$ cat config.mk
export PLATFORM = sky130hd
export DESIGN_NAME = isa_pio_port
export DESIGN_NICKNAME = d
export VERILOG_FILES = /design/src/rtl/isa_pio_port.sv
export SDC_FILE = /design/constraint.sdc
export NUM_CORES = 1
export LEC_CHECK = 0
export BUFFER_PORTS_ARGS = -buffer_cell sky130_fd_sc_hd__buf_2
export CAP_MARGIN = 25
export CORE_ASPECT_RATIO = 0.8
export CORE_UTILIZATION = 48
export CTS_CLUSTER_SIZE = 20
export DETAILED_ROUTE_END_ITERATION = 6
export GPL_ROUTABILITY_DRIVEN = 0
export PLACE_DENSITY_LB_ADDON = 0.25
export SETUP_SLACK_MARGIN = 0.5
export SLEW_MARGIN = 10
export SYNTH_ARGS = -nofsm -noshare
export SYNTH_HDL_FRONTEND = slang
export SYNTH_SLANG_ARGS = --single-unit
$ cat constraint.sdc
create_clock -name clk_i -period 1.7 [get_ports clk_i]
set_input_delay 0.085 -clock clk_i [delete_from_list [all_inputs] [get_ports clk_i]]
set_output_delay 0.085 -clock clk_i [all_outputs]
set_load 0.02 [all_outputs]
$ cat src/rtl/isa_pio_port.sv
// ISA-bus slave: NUM_PORTS 8-bit parallel ports plus a direction/control register at the top of the window.
// Latency: SD_OE 3 clk after IOR falls; write visible on PORT_OUT/PORT_DIR 4 clk after IOW rises.
// Backpressure: none; the ISA strobe length paces each access and overlapping or foreign cycles are ignored.
// Optional macro ISA_PIO_IRQ_EN adds per-port input-change pending bits and the IRQ output.
module isa_pio_port #(
    parameter logic [9:0] BASE_ADDR = 10'h2B0,
    parameter int         ADDR_BITS = 2,
    parameter int         NUM_PORTS = 3
) (
    input  logic                   clk_i,
    input  logic                   rst_n_i,
    input  logic [9:0]             sa_i,
    input  logic [7:0]             sd_in_i,
    output logic [7:0]             sd_out_o,
    output logic                   sd_oe_o,
    input  logic                   ior_i,
    input  logic                   iow_i,
    input  logic                   aen_i,
    input  logic [8*NUM_PORTS-1:0] port_in_i,
    output logic [8*NUM_PORTS-1:0] port_out_o,
    output logic [NUM_PORTS-1:0]   port_dir_o,
    output logic                   irq_o
);

    localparam int                   NW      = 8 * NUM_PORTS;
    localparam logic [ADDR_BITS-1:0] CTL_OFF = '1;

    // The control register is one byte wide, so more than eight ports cannot be given a direction bit.
    if (NUM_PORTS < 1 || NUM_PORTS > (2**ADDR_BITS) - 1 || NUM_PORTS > 8) begin : g_bad_param
        $error("isa_pio_port: NUM_PORTS out of range for ADDR_BITS");
    end

    typedef enum logic [1:0] {IDLE, RD, WR, COMMIT} state_t;

    logic           ior_s1_q, ior_s2_q, iow_s1_q, iow_s2_q;
    logic           ior_prev_q, iow_prev_q;
    logic [1:0]     warm_q;
    logic [NW-1:0]  pin_s1_q, pin_s2_q;
    logic [7:0]     wdat_q;

    state_t                 state_q;
    logic [ADDR_BITS-1:0]   off_q;
    logic [7:0]             sd_out_q;
    logic                   sd_oe_q;
    logic [NW-1:0]          port_out_q;
    logic [NUM_PORTS-1:0]   port_dir_q;

    logic                   ior_fall, iow_fall, hit;
    logic [ADDR_BITS-1:0]   rd_off;
    logic [7:0]             rd_dat, ctl_rd;

    // Two-flop synchronisers for strobes and port pins; previous-value flops stay disarmed until
    // the synchronisers hold real samples, so a strobe already low at reset release never looks like a new edge.
    always_ff @(posedge clk_i or negedge rst_n_i) begin
        if (!rst_n_i) begin
            ior_s1_q   <= 1'b1;
            ior_s2_q   <= 1'b1;
            iow_s1_q   <= 1'b1;
            iow_s2_q   <= 1'b1;
            ior_prev_q <= 1'b0;
            iow_prev_q <= 1'b0;
            warm_q     <= 2'b00;
            pin_s1_q   <= '0;
            pin_s2_q   <= '0;
        end else begin
            ior_s1_q <= ior_i;
            ior_s2_q <= ior_s1_q;
            iow_s1_q <= iow_i;
            iow_s2_q <= iow_s1_q;
            pin_s1_q <= port_in_i;
            pin_s2_q <= pin_s1_q;
            warm_q   <= {warm_q[0], 1'b1};
            if (warm_q[1]) begin
                ior_prev_q <= ior_s2_q;
                iow_prev_q <= iow_s2_q;
            end
        end
    end

    // Write data is captured every cycle the synced write strobe is low; the last sample is the one committed.
    always_ff @(posedge clk_i or negedge rst_n_i) begin
        if (!rst_n_i) begin
            wdat_q <= 8'h00;
        end else if (!iow_s2_q) begin
            wdat_q <= sd_in_i;
        end
    end

    assign ior_fall = ior_prev_q & ~ior_s2_q;
    assign iow_fall = iow_prev_q & ~iow_s2_q;
    assign hit      = ~aen_i && (sa_i[9:ADDR_BITS] == BASE_ADDR[9:ADDR_BITS]);

    // On the IDLE->RD edge the offset is not latched yet, so read it straight from the bus.
    assign rd_off = (state_q == IDLE) ? sa_i[ADDR_BITS-1:0] : off_q;

`ifdef ISA_PIO_IRQ_EN
    logic [NW-1:0]        pin_prev_q;
    logic [NUM_PORTS-1:0] pend_q;
    logic                 irq_q;
    logic                 rd_exit;

    assign rd_exit = (state_q == RD) && ior_s2_q;

    // Pending bits latch input changes on input-direction ports; a completed read of the port clears its bit,
    // but a change in that same cycle wins so no edge is lost.
    always_ff @(posedge clk_i or negedge rst_n_i) begin
        if (!rst_n_i) begin
            pin_prev_q <= '0;
            pend_q     <= '0;
            irq_q      <= 1'b0;
        end else begin
            pin_prev_q <= pin_s2_q;
            irq_q      <= |pend_q;
            for (int i = 0; i < NUM_PORTS; i++) begin
                if (!port_dir_q[i] && (pin_s2_q[8*i +: 8] != pin_prev_q[8*i +: 8])) begin
                    pend_q[i] <= 1'b1;
                end else if (rd_exit && (off_q == ADDR_BITS'(i))) begin
                    pend_q[i] <= 1'b0;
                end
            end
        end
    end

    assign irq_o = irq_q;

    // Control readback: direction bits low, pending bits in the top nibble when they fit.
    always_comb begin
        ctl_rd = 8'(port_dir_q);
        if (NUM_PORTS <= 4) begin
            ctl_rd[7:4] = 4'(pend_q);
        end
    end
`else
    assign irq_o = 1'b0;

    // Control readback: direction bits, zero padded.
    always_comb begin
        ctl_rd = 8'(port_dir_q);
    end
`endif

    // Read mux: output ports echo their latch, input ports return the synced pins, unmapped offsets read zero.
    always_comb begin
        rd_dat = 8'h00;
        for (int i = 0; i < NUM_PORTS; i++) begin
            if (rd_off == ADDR_BITS'(i)) begin
                rd_dat = port_dir_q[i] ? port_out_q[8*i +: 8] : pin_s2_q[8*i +: 8];
            end
        end
        if (rd_off == CTL_OFF) begin
            rd_dat = ctl_rd;
        end
    end

    // Bus-cycle FSM with registered read data, output enable and port/direction latches.
    always_ff @(posedge clk_i or negedge rst_n_i) begin
        if (!rst_n_i) begin
            state_q    <= IDLE;
            off_q      <= '0;
            sd_out_q   <= 8'h00;
            sd_oe_q    <= 1'b0;
            port_out_q <= '0;
            port_dir_q <= '0;
        end else begin
            case (state_q)
                IDLE: begin
                    if (ior_fall && iow_s2_q && hit) begin
                        state_q  <= RD;
                        off_q    <= sa_i[ADDR_BITS-1:0];
                        sd_oe_q  <= 1'b1;
                        sd_out_q <= rd_dat;
                    end else if (iow_fall && ior_s2_q && hit) begin
                        state_q <= WR;
                        off_q   <= sa_i[ADDR_BITS-1:0];
                    end
                end
                RD: begin
                    if (ior_s2_q) begin
                        state_q <= IDLE;
                        sd_oe_q <= 1'b0;
                    end else begin
                        sd_out_q <= rd_dat;
                    end
                end
                WR: begin
                    if (iow_s2_q) begin
                        state_q <= COMMIT;
                    end
                end
                COMMIT: begin
                    for (int i = 0; i < NUM_PORTS; i++) begin
                        if (off_q == ADDR_BITS'(i)) begin
                            port_out_q[8*i +: 8] <= wdat_q;
                        end
                    end
                    if (off_q == CTL_OFF) begin
                        port_dir_q <= wdat_q[NUM_PORTS-1:0];
                    end
                    state_q <= IDLE;
                end
                default: state_q <= IDLE;
            endcase
        end
    end

    assign sd_out_o   = sd_out_q;
    assign sd_oe_o    = sd_oe_q;
    assign port_out_o = port_out_q;
    assign port_dir_o = port_dir_q;

endmodule

==> flow_metrics.tcl <==
set metrics [dict create \
    clock_sinks 104 \
    status "finished, violations left" \
    dieArea_um2 8610 \
    hold_slack_ns 0.0255 \
    worstReg2RegStart "state_q[0]" \
    rsz0062_at_grt "yes" \
    setup_ws_ns -0.113 \
    arrival_ns 2.07 \
    timing.fmax_mhz 552 \
    violations "negative setup slack" \
    vias 2861 \
    first_iter_violations 177 \
    grt_use_total_pct 23.2 \
    regArea_um2 2610 \
    yosys-top-cells-area "dfrtp_1 63%, mux2_2 13%, mux2i_1 3.0%, dfstp_2 2.7%, nor2b_1 1.9%" \
    ys.flop_type "dfrtp_1" \
    synth_commonest_cells "100 x dfrtp_1, 46 x mux2_2, 12 x mux2i_1, 12 x nor2b_1" \
    io_pins 84 \
    fin_util_pct 72.0 \
    ys_seq_elements 104 \
    clkPwrFrac_pct 33.6 \
    synth_cell_type_count 47 \
    crit_path_start "state_q[0]" \
    die_w_um 103 \
    endpoint_kind "flip-flop" \
    setup_viol 8 \
    final_cells 537 \
    drv_cap 0 \
    ir_drop_v 0.000540 \
    min_from "sa_i[0]" \
    numCtsBuffers 9 \
    start_util_pct 49.8 \
    powerDensity_nw_per_um2 830 \
    finalNetCount 471 \
    fillers 533 \
    antenna_found_initial 0 \
    yosysWarnings 0 \
    dp.cells 474 \
    die_y_um 83.2 \
    vias_per_cell 5.33 \
    finalCriticalPeriod_ns 1.81 \
    p_seq_share_pct 56.0 \
    core-area_um2 7950 \
    synth.avg_cell_area_um2 14.9 \
    detail-route-antenna-nets 0 \
    synth_fp_nets 312 \
    tritoncts "yes" \
    post-route-drc-count 0 \
    grt_max_degree 45 \
    synth_top_area_share_pct 63.3 \
    htreeDepth 3 \
    min_path_type "in2reg" \
    power_frac_comb_pct 10.3 \
    synthToLayoutAreaGrowth_pct 44.7 \
    drt-wirelength-per-cell_um 17.7 \
    grt_pass1_vias 2856 \
    synthMostInstantiatedCell "dfrtp_1" \
    row_count 29 \
    multi_input_area_um2 1500 \
    globalRouteOverflowTotal 0 \
    required_ns 1.96 \
    clockRootBuffer "clkbuf_8" \
    async_flop_share_pct 100 \
    cts_buffer_depth 2 \
    drive_above_1_share_pct 53.4 \
    leakage_nw 2.73 \
    crit_fanout 9 \
    netSwitchingPower_w 0.00117 \
    wl_mm 9.49 \
    skew_ns 0.00851 \
    first_pass_iters 4 \
    synth.largest_area_cell "dfrtp_1" \
    port_buffers 82 \
    final_hold_viol_count 0 \
    diodes 0 \
    clkTransAtPathRegs_ns 0.10 \
    insertion_delay_ns 0.37 \
    synthCells 265 \
    timing.final.crit_share_pct 107 \
    grt_pass1_wl_mm 14.6 \
    syn-cell-area_um2 3960 \
    power.internal_w 0.00358 \
    switching_share_pct 24.6 \
    synth_edf_count 0 \
    final_max_slew_viol_count 0 \
    cp-start-kind "flip-flop" \
    crit_type "reg2reg" \
    seq_area_frac_synth_pct 65.9 \
    dp_hpwl_mm 6.14 \
]
## timing repair
action | 4_1_cts | 5_1_grt
cloned | 1 | 1
endpoints found under the hold margin | 63 | 0
resized for setup | 41 | 30
hold buffers | 35 | 0
pin swaps | 5 | 5
buffers inserted | 8 | 2
endpoints found under the setup margin | 50 | 50
## final timing paths
check | to | slack [ns] | depth (start not counted)
min in group asynchronous | pin_s2_q[0] | 0.19 | 2
max in group asynchronous | port_out_o[18] | 0.82 | 3
hold reg to reg | pin_s2_q[0] | 0.36 | 0
setup / recovery | sd_out_o[5] | -0.11 | 4
hold / removal | off_q[0] | 0.03 | 2
setup reg to reg | sd_out_o[5] | -0.11 | 4
## power by group through the flow
| stage | Sequential (W) | Combinational [W] | Clock, W |
|---|---|---|---|
| 5_1_grt | 0.00268 | 0.000532 | 0.00171 |
| 2_1_floorplan | 0.00272 | 0.000158 | 0 |
| 4_1_cts | 0.00266 | 0.000470 | 0.00164 |
| 3_3_place_gp | 0.00270 | 0.000352 | 0 |
| 3_5_place_dp | 0.00270 | 0.000362 | 0 |
| 6_report | 0.00266 | 0.000492 | 0.00160 |
## final cells by class
| cell class | count | share of cell area [%] |
|---|---|---|
| Sequential cell | 104 | 45.7 |
| Multi-Input combinational cell | 144 | 26.2 |
| Timing Repair Buffer | 161 | 21.7 |
| Tap cell | 108 | 2.36 |
| Clock buffer | 10 | 2.23 |
| Clock inverter | 6 | 1.51 |
| Inverter | 4 | 0.350 |
## per-stage QoR
| step | setup TNS, ns | setup WS [ns] | cell area [um2] | power (W) |
|---|---|---|---|---|
| floorplan | 0 | 0.0271 | 4070 | 0.00287 |
| global placement | -0.908 | -0.125 | 4780 | 0.00305 |
| detailed placement | -1.49 | -0.210 | 4780 | 0.00307 |
| CTS | 0 | 0.00345 | 5580 | 0.00477 |
| global route | -0.651 | -0.135 | 5720 | 0.00492 |
| finish | -0.351 | -0.113 | 5720 | 0.00475 |
## registers in the layout, summed over array words and instances, names as in the netlist, 3 cells and up
register,flops
pin_s1_q,24
pin_s2_q,24
port_dir_o,3
port_out_o,24
sd_out_o,8
wdat_q,8
## kinds of logic after synthesis
| kind of cell | Yosys count | share of synthesized area (%) |
|---|---|---|
| mux | 58 | 16.1 |
| simple gates | 44 | 7.34 |
| buf+inv | 18 | 2.25 |
| flops | 104 | 65.9 |
| other cells | 2 | 0.190 |
| compound gates | 39 | 8.16 |
## critical path, stage by stage, from the launching register on
cell and delay (ns):
dfrtp_2 0.49, o21a_1 0.35, a2111oi_0 0.47, o32ai_1 0.14, mux2_2 0.27
## layout by cell type (no fill, tap or decap), types with 4 or more instances in the layout
cell type and instances:
and3_1 4, nor2b_1 12, mux2_4 13, o32ai_1 6, clkbuf_8 9, buf_2 79
buf_6 9, dlygate4sd3_1 35, mux2i_1 12, dfrtp_2 5, dfrtp_1 95, mux2_2 33
buf_12 6, a221oi_2 6, buf_4 29, dfstp_2 4
## layer usage
| metal | up-vias | global-route usage (%) | wire length (um) |
|---|---|---|---|
| met1 | 1440 | 31.4 | 4180 |
| met3 | 21 | 6.06 | 573 |
| met5 | - | 0 | 0 |
| li1 | 1296 | - | - |
| met2 | 104 | 35.6 | 4540 |
| met4 | 0 | 9.09 | 199 |
(Power assumes the default switching activity.)
